$ cat src/rtl/mult_result_collector_pkg.sv
`default_nettype none
// ============================================================================
// Module      : mult_result_collector_pkg
// Description : State encoding and default sizing shared by the collector.
// Revision    : 1.0 - initial release
// ============================================================================
package mult_result_collector_pkg;

    typedef enum logic [2:0] {
        S_IDLE    = 3'd0,
        S_ARM     = 3'd1,
        S_COLLECT = 3'd2,
        S_DONE    = 3'd3,
        S_ABORT   = 3'd4
    } state_t;

    localparam int c_NUM_DEFAULT     = 16;
    localparam int c_SUM_W_DEFAULT   = 20;
    localparam int c_TIMEOUT_DEFAULT = 1024;

endpackage
`default_nettype wire

$ cat src/rtl/mult_result_collector_sat_accum.sv
`default_nettype none
// ============================================================================
// Module      : sat_accum
// Description : SUM_W-bit saturating adder of a 16-bit product, with carry-out
//               reported as the saturation flag.
// Revision    : 1.0 - initial release
// ============================================================================
module sat_accum
    import mult_result_collector_pkg::*;
#(
    parameter int SUM_W = c_SUM_W_DEFAULT
) (
    input  logic [SUM_W-1:0] i_acc,
    input  logic [15:0]      i_x,
    output logic [SUM_W-1:0] o_sum,
    output logic             o_sat
);

    logic [SUM_W:0] w_full;

    // One guard bit above the accumulator catches any true-sum overflow.
    assign w_full = {1'b0, i_acc} + {{(SUM_W + 1 - 16){1'b0}}, i_x};
    assign o_sat  = w_full[SUM_W];
    assign o_sum  = o_sat ? {SUM_W{1'b1}} : w_full[SUM_W-1:0];

endmodule
`default_nettype wire

$ cat src/rtl/mult_result_collector.sv
`default_nettype none
// ============================================================================
// Module      : mult_result_collector
// Description : Runs one batch of NUM products from the FIFO-multiplier stage,
//               reporting saturating sum, maximum and count, or aborting on stall.
// Revision    : 1.0 - initial release
// ============================================================================
module mult_result_collector
    import mult_result_collector_pkg::*;
#(
    parameter int NUM     = c_NUM_DEFAULT,
    parameter int SUM_W   = c_SUM_W_DEFAULT,
    parameter int TIMEOUT = c_TIMEOUT_DEFAULT
) (
    input  logic             clk,
    input  logic             rst_n,
    input  logic             i_run,
    input  logic [15:0]      i_x,
    input  logic             i_x_valid,
    output logic             o_start,
    output logic             o_halt,
    output logic             o_busy,
    output logic [SUM_W-1:0] o_sum,
    output logic [15:0]      o_max,
    output logic [7:0]       o_count,
    output logic             o_sum_valid,
    output logic             o_ovf,
    output logic             o_err
);

    localparam int TMO_W = $clog2(TIMEOUT) + 1;

    state_t             r_state;
    logic               r_start;
    logic               r_halt;
    logic               r_busy;
    logic [SUM_W-1:0]   r_sum;
    logic [15:0]        r_max;
    logic [7:0]         r_count;
    logic               r_sum_valid;
    logic               r_ovf;
    logic               r_err;
    logic [TMO_W-1:0]   r_tmo;

    logic [SUM_W-1:0]   w_sum_next;
    logic               w_sat;

    sat_accum #(
        .SUM_W (SUM_W)
    ) u_sat_accum (
        .i_acc (r_sum),
        .i_x   (i_x),
        .o_sum (w_sum_next),
        .o_sat (w_sat)
    );

    always_ff @(posedge clk or negedge rst_n) begin
        if (!rst_n) begin
            r_state     <= S_IDLE;
            r_start     <= 1'b0;
            r_halt      <= 1'b0;
            r_busy      <= 1'b0;
            r_sum       <= '0;
            r_max       <= '0;
            r_count     <= '0;
            r_sum_valid <= 1'b0;
            r_ovf       <= 1'b0;
            r_err       <= 1'b0;
            r_tmo       <= '0;
        end else begin
            r_start     <= 1'b0;
            r_halt      <= 1'b0;
            r_sum_valid <= 1'b0;
            case (r_state)
                S_IDLE: begin
                    if (i_run) begin
                        r_state <= S_ARM;
                        r_start <= 1'b1;
                        r_busy  <= 1'b1;
                    end
                end
                S_ARM: begin
                    r_sum   <= '0;
                    r_max   <= '0;
                    r_count <= '0;
                    r_ovf   <= 1'b0;
                    r_err   <= 1'b0;
                    r_tmo   <= '0;
                    r_state <= S_COLLECT;
                end
                S_COLLECT: begin
                    // A product arriving on the would-be timeout cycle still counts.
                    if (i_x_valid) begin
                        r_sum   <= w_sum_next;
                        r_ovf   <= r_ovf | w_sat;
                        r_count <= r_count + 8'd1;
                        r_tmo   <= '0;
                        if (i_x > r_max) begin
                            r_max <= i_x;
                        end
                        if (r_count == 8'(NUM - 1)) begin
                            r_state     <= S_DONE;
                            r_sum_valid <= 1'b1;
                        end
                    end else begin
                        r_tmo <= r_tmo + 1'b1;
                        if (r_tmo == TMO_W'(TIMEOUT - 2)) begin
                            r_state <= S_ABORT;
                            r_halt  <= 1'b1;
                        end
                    end
                end
                S_DONE: begin
                    r_state <= S_IDLE;
                    r_busy  <= 1'b0;
                end
                S_ABORT: begin
                    r_err   <= 1'b1;
                    r_state <= S_IDLE;
                    r_busy  <= 1'b0;
                end
                default: begin
                    r_state <= S_IDLE;
                    r_busy  <= 1'b0;
                end
            endcase
        end
    end

    assign o_start     = r_start;
    assign o_halt      = r_halt;
    assign o_busy      = r_busy;
    assign o_sum       = r_sum;
    assign o_max       = r_max;
    assign o_count     = r_count;
    assign o_sum_valid = r_sum_valid;
    assign o_ovf       = r_ovf;
    assign o_err       = r_err;

endmodule
`default_nettype wire

$ cat config.mk
export PLATFORM = sky130hd
export DESIGN_NAME = mult_result_collector
export DESIGN_NICKNAME = d
export VERILOG_FILES = /design/src/rtl/mult_result_collector_pkg.sv /design/src/rtl/mult_result_collector_sat_accum.sv /design/src/rtl/mult_result_collector.sv
export SDC_FILE = /design/constraint.sdc
export NUM_CORES = 1
export LEC_CHECK = 0
export BUFFER_PORTS_ARGS = -buffer_cell sky130_fd_sc_hd__buf_2
export CAP_MARGIN = 20
export CORE_ASPECT_RATIO = 1.75
export CORE_MARGIN = 10
export CORE_UTILIZATION = 61
export CTS_CLUSTER_SIZE = 16
export DETAILED_ROUTE_END_ITERATION = 16
export GPL_TIMING_DRIVEN = 0
export PLACE_DENSITY = 0.9
export SLEW_MARGIN = 30
export SYNTH_ARGS = -nofsm -noshare
export SYNTH_HDL_FRONTEND = slang
export SYNTH_SLANG_ARGS = --single-unit
$ cat constraint.sdc
create_clock -name clk -period 4.1 [get_ports clk]
set_input_delay 0.205 -clock clk [delete_from_list [all_inputs] [get_ports clk]]
set_output_delay 0.205 -clock clk [all_outputs]
set_load 0.03 [all_outputs]
== After elaboration in Yosys (flattened, before gate mapping) ==
Cells that the tools add are included.

* Register bits: 64
* ROM bits: 0
* Memories: 0
* Word-level logic and storage cells: 63
* Bits in latches: 0
* Bits in writable memories: 0

* Equality and inequality tests: 10
* Reduce and logical (&&, ||, !) cells: 8
* Shift operators: 0
* Multiplexer cells: 28
* Divide/modulo/power cells: 0
* Multiply operators: 0
* $add $sub $neg: 3
* Order comparisons: 1
* Bitwise operators: 2

{| class="wikitable"
|+ Operators with widths
! kind !! number
|-
| $mux 20 || 2
|-
| $pmux 20 s2 || 1
|-
| $mux 16 || 2
|-
| $pmux 16 s2 || 1
|-
| $pmux 11 s2 || 1
|-
| $add 20x16->21 || 1
|-
| $gt 16x16->1 || 1
|-
| $pmux 8 s2 || 1
|-
| $mux 3 || 4
|-
| $add 11x1->11 const B || 1
|-
| $eq 11x10->1 const B || 1
|-
| $mux 11 || 1
|-
| $mux 1 || 10
|-
| $pmux 3 s3 || 1
|-
| $add 8x1->8 const B || 1
|-
| $eq 8x4->1 const B || 1
|-
| $mux 8 || 1
|-
| $ne 2x2->1 const B || 3
|-
| $ne 3x3->1 const B || 2
|-
| $pmux 1 s2 || 3
|-
| $reduce_and 3->1 || 2
|-
| $reduce_and 2->1 || 2
|-
| $reduce_bool 2->1 || 2
|-
| $eq 3x1->1 const B || 1
|-
| other kinds (6) || 6
|}

== Longest topological paths before layout ==
Gate-level depths: netlist (run 1).

* Depth in word-level cells: 4
* Gate-level depth with buffers: 11

== Modules after synthesis ==
From an unflattened synthesis (run 1), not the netlist that was laid out.

* Cells, all modules: 477
* Area, all modules: 4221.5 µm²

{| class="wikitable"
|+ Modules (own cells, without submodules)
! module !! seq. area each (µm²) !! cells each !! area an instance (µm²) !! instances
|-
| mult_result_collector || 1601.5 || 325 || 3176.8 || 1
|-
| sat_accum || 0.0 || 152 || 1044.8 || 1
|}

== Worst setup path before layout (run 1) ==
Ideal clock, no wire load.

* Kind: register to register
* Start point: reg r_sum[0], in the netlist o_sum[0]
* End point: reg r_sum[10], in the netlist o_sum[10]
* Library setup time: 0.126 ns
* Data arrival time: 2.564 ns
* Setup slack: 1.410 ns
* Cell stages (with the launch flop): 11
* Clock period less this slack: 2.690 ns
* Cell sequence: dfrtp_1 > ha_1 > fa_1 > a211oi_1 > o21a_2 > o21ai_2 > a41o_1 > and3_1 > buf_6 > buf_8 > a221o_1

* Longest elaborated chain between the ends: 4

{| class="wikitable"
|+ Ends and longest elaborated chain
! element !! line !! RTL
|-
| from (decl) || mult_result_collector.sv:37 || <nowiki>logic [SUM_W-1:0] r_sum;</nowiki>
|-
| from (signal assigned) || mult_result_collector.sv:94 || <nowiki>r_sum <= w_sum_next;</nowiki>
|-
| $add 20x16->21 || mult_result_collector_sat_accum.sv:22 || <nowiki>assign w_full = {1'b0, i_acc} + {{(SUM_W + 1 - 16){1'b0}}, i_x};</nowiki>
|-
| $mux 20 || mult_result_collector_sat_accum.sv:24 || <nowiki>assign o_sum = o_sat ? {SUM_W{1'b1}} : w_full[SUM_W-1:0];</nowiki>
|-
| $mux 20 || mult_result_collector.sv:93 || <nowiki>if (i_x_valid) begin</nowiki>
|-
| $pmux 20 s2 || mult_result_collector.sv:74 || <nowiki>case (r_state)</nowiki>
|}

Every way passes these cells. The select of a mux whose other input is x is not followed.
A chain may end at the register's enable or synchronous reset.

== Final worst setup path (run 1) ==
* Start point: reg r_sum[0], in the netlist o_sum[0]
* End point: reg r_sum[12], in the netlist o_sum[12]

The elaborated chain is that of the path after synthesis.

==> key figures, run 1 <==
Run status
  • Status: complete, no violations

Drt
  • First-pass iteration count of the detailed router: 4
  • Via/cell ratio: 6.26
  • 1st-iter DRT viols: 199
  • Final wirelength: 11.5 mm
  • Via Count: 3762
  • Drt wl/cell: 19.2 um
  • DRC: 0
  • ANT nets after route: 0

Place
  • Instance area at placement: 4540 sq um
  • Port Buf Inserts: about 70
  • Routability cong.: between 0.8 and 0.9
  • Hpwl dp: between 8 and 9 mm

Yosys
  • Register area share after synthesis: 0.394
  • Synth top area share: 0.394
  • Main synth FF type: dfrtp_1
  • Top cell type by total area after synthesis: dfrtp_1
  • Synth warn: 0
  • Flops & latches, synth: 64
  • Syn_area_per_cell: between 9 and 10 sq um
  • Top cells by count, synth: dfrtp_1, ha_1, a21oi_1, nor2_1, nand2_1
  • Number of flops mapped to enable cells by yosys: 0
  • Cells after Synth: about 430
  • Ys async rst share: 1.00
  • Mapped Nets: 488
  • Mapped Area: 4070 sq um
  • Synth area leaders: dfrtp_1, ha_1, a21oi_1
  • Unique masters post-synth: 52
  • Top-count cell post-synth: dfrtp_1

Critical path
  • Setup CP Type: reg2reg
  • Crit path max fanout: 10
  • Worst EP required: 4.31 ns
  • Crit. Startpoint: o_sum[0]$_DFFE_PN0P_
  • RR Startpoint: o_sum[0]$_DFFE_PN0P_
  • CP bufs+invs: 2
  • Top Family by Delay on Critical Path: compound AO/OA/AOI/OAI gates
  • Crit. End Element: register
  • Slowest CP cell: fa_1
  • Largest stage delay, worst path: 0.45 ns
  • Critical Path AT: 3.06 ns
  • Reg2reg setup slack: 1.25 ns
  • Critical Path, Cell by Cell: ha_1, fa_1, a211oi_1, o21a_2, o21ai_2, a41o_1, and3_1, buf_6, buf_8, a221o_1
  • Critical path startpoint category: register

CTS
  • CTS tree: built
  • Clk sinks: 64
  • Worst-Skew Late Latency: 0.34 ns
  • CTS Root Cell: clkbuf_16
  • H-tree lvl count: 3
  • Total CTS buffers: 9
  • Clock buffer depth: 2
  • Postcts setup bufs: 0
  • Reg clk slew, reported paths: 0.05 ns

Global routing
  • First-pass GRT wire length: 19.0 mm
  • Grt total ovfl: 0
  • Pin count of the biggest net entering global routing: 37
  • Vias in the first global route: 3896
  • Gr usage total: 0.231
  • Antenna violations before repair: 0

STA
  • Setup Viol. Count Final: 0
  • Min Tclk post-route: 2.85 ns
  • Slew @ Worst Pin: approximately 0.55 ns
  • Peak Freq: 351 MHz
  • Pins over their slew limit: 0
  • RSZ-0062 raised after global routing: no
  • Final setup TNS: 0 ns
  • Setup Skew: 0.00465 ns
  • Max-slew headroom: 0.633
  • Fin. Hold Viols: 0
  • Period Utilization, post-route: 0.695

Run
  • Max Cap Viol: 0

Finish
  • Nets@finish: 570
  • Inserted Diodes: 0
  • Final Cell Area: between 4000 and 5000 sq um
  • Area Growth Syn to Fin: 19.2%
  • Final Core Density: 0.747
  • Share of cells above drive strength 1: 0.200

Floorplanning
  • Die Ht: 128 um
  • Die Footprint: approximately 10000 sq um
  • Io pins: 70
  • DIE WIDTH: 81.7 um
  • Core area: 6490 sq um
  • Initial core utilization: 0.627
  • Row cnt: 39

Pwr
  • Peak supply drop: 0.000430 V
  • Leak: 2.37 nW
  • Pwr per Cell Area: 761 nW/um^2

Hold path
  • Hold Crit Class: in2reg
  • Worst Hold Launch: i_x[12]
stage by stage:
step                power, mW  setup slack [ns]  hold slack (ns)  instances
global route             3.95              1.19            0.148        601
detailed placement       2.90              1.30            0.201        584
finish                   3.69              1.25            0.143        601
global placement         2.83              1.35            0.461        583
CTS                      3.69              1.27            0.138        601
floorplan                2.36              1.41          -0.0906        432
metal layers:
metal	track usage	part of all wire
met1	0.253	0.38
met2	0.388	0.51
met3	0.0583	0.064
met4	0.131	0.048
met5	0	0
state kept, by name, indices dropped and copies added (netlist names):
signal / flops
o_sum: 20
o_max: 16
r_tmo: 11
o_count: 8
r_state: 3
o_busy: 1
o_err: 1
o_halt: 1
o_ovf: 1
o_start: 1
o_sum_valid: 1
final timing paths:
kind	end	depth (start not counted)
max in group asynchronous	o_count[3]$_DFFE_PN0P_	3
worst min register to register	r_tmo[10]$_DFFE_PN0N_	1
worst max register to register	o_sum[12]$_DFFE_PN0P_	10
worst max-delay path	o_sum[12]$_DFFE_PN0P_	10
worst min-delay path	o_max[12]$_DFFE_PN0P_	2
min in group asynchronous	o_max[8]$_DFFE_PN0P_	2
kinds of logic (layout without fill, tap and decap cells):
family	Yosys count	count (layout)	synth area share
AOI/OAI and AO/OA	136	136	0.228
xor gates and xnor gates	20	20	0.0431
adders and majority gates	36	36	0.113
buffers and inverters	48	135	0.0615
DFF	64	64	0.394
muxes	3	3	0.00738
and+or+nand+nor	125	125	0.154
cell type report:
cell class                      count  area, sq um
Clock buffer                       14          264
Timing Repair Buffer               71          378
Fill cell                         483         1640
Inverter                           23         86.3
Sequential cell                    64         1600
Clock inverter                      2         37.5
Tap cell                           82          103
Buffer                             25          164
Multi-Input combinational cell    320         2210
what timing repair did:
action,in CTS,in global routing
hold endpoints to repair,35,0
setup endpoints to repair,0,0
resized for setup,0,0
hold buffers,1,0
report_power, final:
part / leakage [nW] / switching [mW] / internal (mW) / total, mW
clock: 0.143 / 0.270 / 0.504 / 0.774
sequential: 0.859 / 0.178 / 0.825 / 1.00
combinational: 1.37 / 1.21 / 0.705 / 1.91
layout by cell type (no fill, tap or decap), types with 10 or more instances in the layout:
cell / instances
inv_1: 23
nand3_1: 14
o21ai_0: 30
nand2_1: 31
a221o_1: 17
a21oi_1: 34
nor2_1: 32
dfrtp_1: 64
xnor2_1: 11
buf_2: 73
a22o_1: 16
clkbuf_1: 14
ha_1: 35
nor3_1: 10
Note: power is estimated with default switching activity, not from simulation.
==> run 2, diff against run 1 <==
CORE_UTILIZATION = 51   (was 61)
PLACE_DENSITY = 0.8   (was 0.9)
clock period = 2.4 ns   (was 4.1 ns; I/O delays follow)
==> run 2 against run 1 <==
Compared with the run above:
- the flow now finishes with violations (setup timing)
- via count is 3.3% higher
- largest cell class unchanged
- global-route usage is 3.2 points lower
- non-clock buffer count is 15 higher
- critical endpoint is now o_sum[14]$_DFFE_PN0P_
- setup slack worse by 1.3 ns
- highest routed layer unchanged
- sequential share of layout area is 2.0 points lower
- largest power group unchanged
==> key figures, run 2 (synthesized netlist as in run 1, its figures left out) <==
CTS
  • Reg clk slew, reported paths: 0.06 ns
  • Clk sinks: 64
  • Clock buffer depth: 2
  • H-tree lvl count: 3
  • Worst-Skew Late Latency: 0.34 ns
  • Total CTS buffers: 9
  • CTS Root Cell: clkbuf_16
  • CTS tree: built

Critical path
  • Critical path startpoint category: register
  • Crit. End Element: register
  • CP bufs+invs: 0
  • Largest stage delay, worst path: 0.44 ns
  • Top Family by Delay on Critical Path: simple AND/OR/NAND/NOR gates
  • Critical Path, Cell by Cell: ha_2, nand4_1, or2_1, nor4b_2, nor3_1, xnor2_1, a221o_1
  • Setup CP Type: reg2reg
  • Slowest CP cell: ha_2
  • Crit. Startpoint: o_sum[8]$_DFFE_PN0P_
  • Critical Path AT: about 2.6 ns
  • RR Startpoint: o_sum[8]$_DFFE_PN0P_
  • Crit path max fanout: 7
  • Worst EP required: 2.62 ns

Finish
  • Most common cell after layout, fill and taps aside: buf_2
  • Nets@finish: 585
  • Non-filler cells, final: around 620
  • Commonest cells after routing, fill and taps aside: buf_2, dfrtp_1, nand2_1, nor2_1, ha_1
  • Inserted Diodes: 0
  • Area Growth Syn to Fin: 27.8%
  • Share of cells above drive strength 1: 0.303
  • Max reg flops: 20

Global routing
  • Vias in the first global route: between 3k and 4k
  • Met1 usage: 0.218
  • GRT met2 Usage: 0.338
  • Antenna violations before repair: 0
  • Busiest grt layer: met2
  • Grt total ovfl: 0
  • Gr usage total: 0.199
  • First-pass GRT wire length: 19.5 mm
  • Met3 usage: 0.0500
  • Pin count of the biggest net entering global routing: 37

Floorplanning
  • Die Ht: about 140 um
  • Die Footprint: 12100 sq um
  • Core area: 7860 sq um
  • Initial core utilization: 0.518
  • Io pins: 70
  • DIE WIDTH: 87.5 um
  • Row cnt: 43

Run status
  • Violated checks: setup timing
  • Status: finished, violations left

Place
  • Port Buf Inserts: 69
  • Routability cong.: 0.874
  • Hpwl dp: 8.81 mm
  • Placed insts: between 500 and 600

Drt
  • Final wirelength: 12.2 mm
  • DRC: 0
  • Via/cell ratio: 6.23
  • ANT nets after route: 0
  • Via Count: 3888
  • 1st-iter DRT viols: 243
  • Drt wl/cell: about 20 um
  • First-pass iteration count of the detailed router: 5

STA
  • Final setup TNS: -0.0221 ns
  • Min Tclk post-route: 2.42 ns
  • Fin Hold WS: about 0.06 ns
  • Pins over their slew limit: 0
  • RSZ-0062 raised after global routing: yes
  • Setup Skew: 0.00629 ns
  • Fin. Hold Viols: 0
  • Max-slew headroom: 0.638
  • Period Utilization, post-route: 1.01
  • Peak Freq: 413 MHz
  • Slew @ Worst Pin: 0.543 ns
  • Setup Viol. Count Final: 1
  • Final WS setup: -0.0221 ns

Pwr
  • Leak: 2.45 nW
  • Power Total: 6.73 mW
  • Peak supply drop: 0.000651 V
  • Pwr per Cell Area: 1300 nW/um^2

Hold path
  • Hold Crit Class: in2reg
  • Worst Hold Launch: i_x[12]

Run
  • Max Cap Viol: 0
==> run 2: cell count changes in the layout (fill, tap and decap cells not counted), sizes merged <==
cell / before / now
clkinv: 0 / 2
clkinvlp: 1 / 2
bufinv: 1 / 0
buf: 84 / 98
clkbuf: 25 / 24
==> run 2: final cells by class <==
class	count	area (sq um)
multi-input combinational	320	2390
clock inverter	4	28.8
timing repair buffer	90	568
inverter	23	86.3
buffer	21	146
fill	642	2660
clock buffer	12	256
sequential	64	1610
tap	90	113
==> run 2: timing repair <==
item,CTS,global route
pin swaps,7,7
endpoints found under the setup margin,30,29
hold buffers,1,0
cloned,0,2
gates resized for setup,16,22
hold endpoints to repair,28,0
setup buffers,8,9
==> run 2: path summary, 6_finish.rpt <==
path | end | slack (ns) | depth (start not counted)
worst min-delay path | o_max[12]$_DFFE_PN0P_ | 0.06 | 2
worst max register to register | o_sum[14]$_DFFE_PN0P_ | -0.02 | 7
worst min register to register | r_tmo[10]$_DFFE_PN0N_ | 0.49 | 1
min in group asynchronous | r_tmo[9]$_DFFE_PN0N_ | 0.25 | 2
max in group asynchronous | o_sum[5]$_DFFE_PN0P_ | 1.61 | 3
worst max-delay path | o_sum[14]$_DFFE_PN0P_ | -0.02 | 7
==> run 2: where the power goes <==
part	switching, mW	internal, mW	total [mW]
Sequential	0.298	1.42	1.72
Combinational	2.26	1.51	3.77
Clock	0.493	0.755	1.25
==> run 2: metal layers <==
layer / vias up / part of all wire
li1: 1795 / -
met1: 1904 / 0.38
met2: 151 / 0.52
met3: 38 / 0.067
met4: 0 / 0.037
met5: - / 0
==> run 2: per-stage QoR <==
| step | cell area [sq um] | setup WS [ns] | utilization |
|---|---|---|---|
| after detailed placement | 4580 | -0.203 | 0.583 |
| after global routing | 5200 | -0.133 | 0.662 |
| after floorplan | 4100 | -0.0753 | - |
| final | 5200 | -0.0221 | 0.662 |
| after CTS | 5020 | -0.102 | 0.639 |
| after global placement | 4550 | -0.178 | 0.580 |
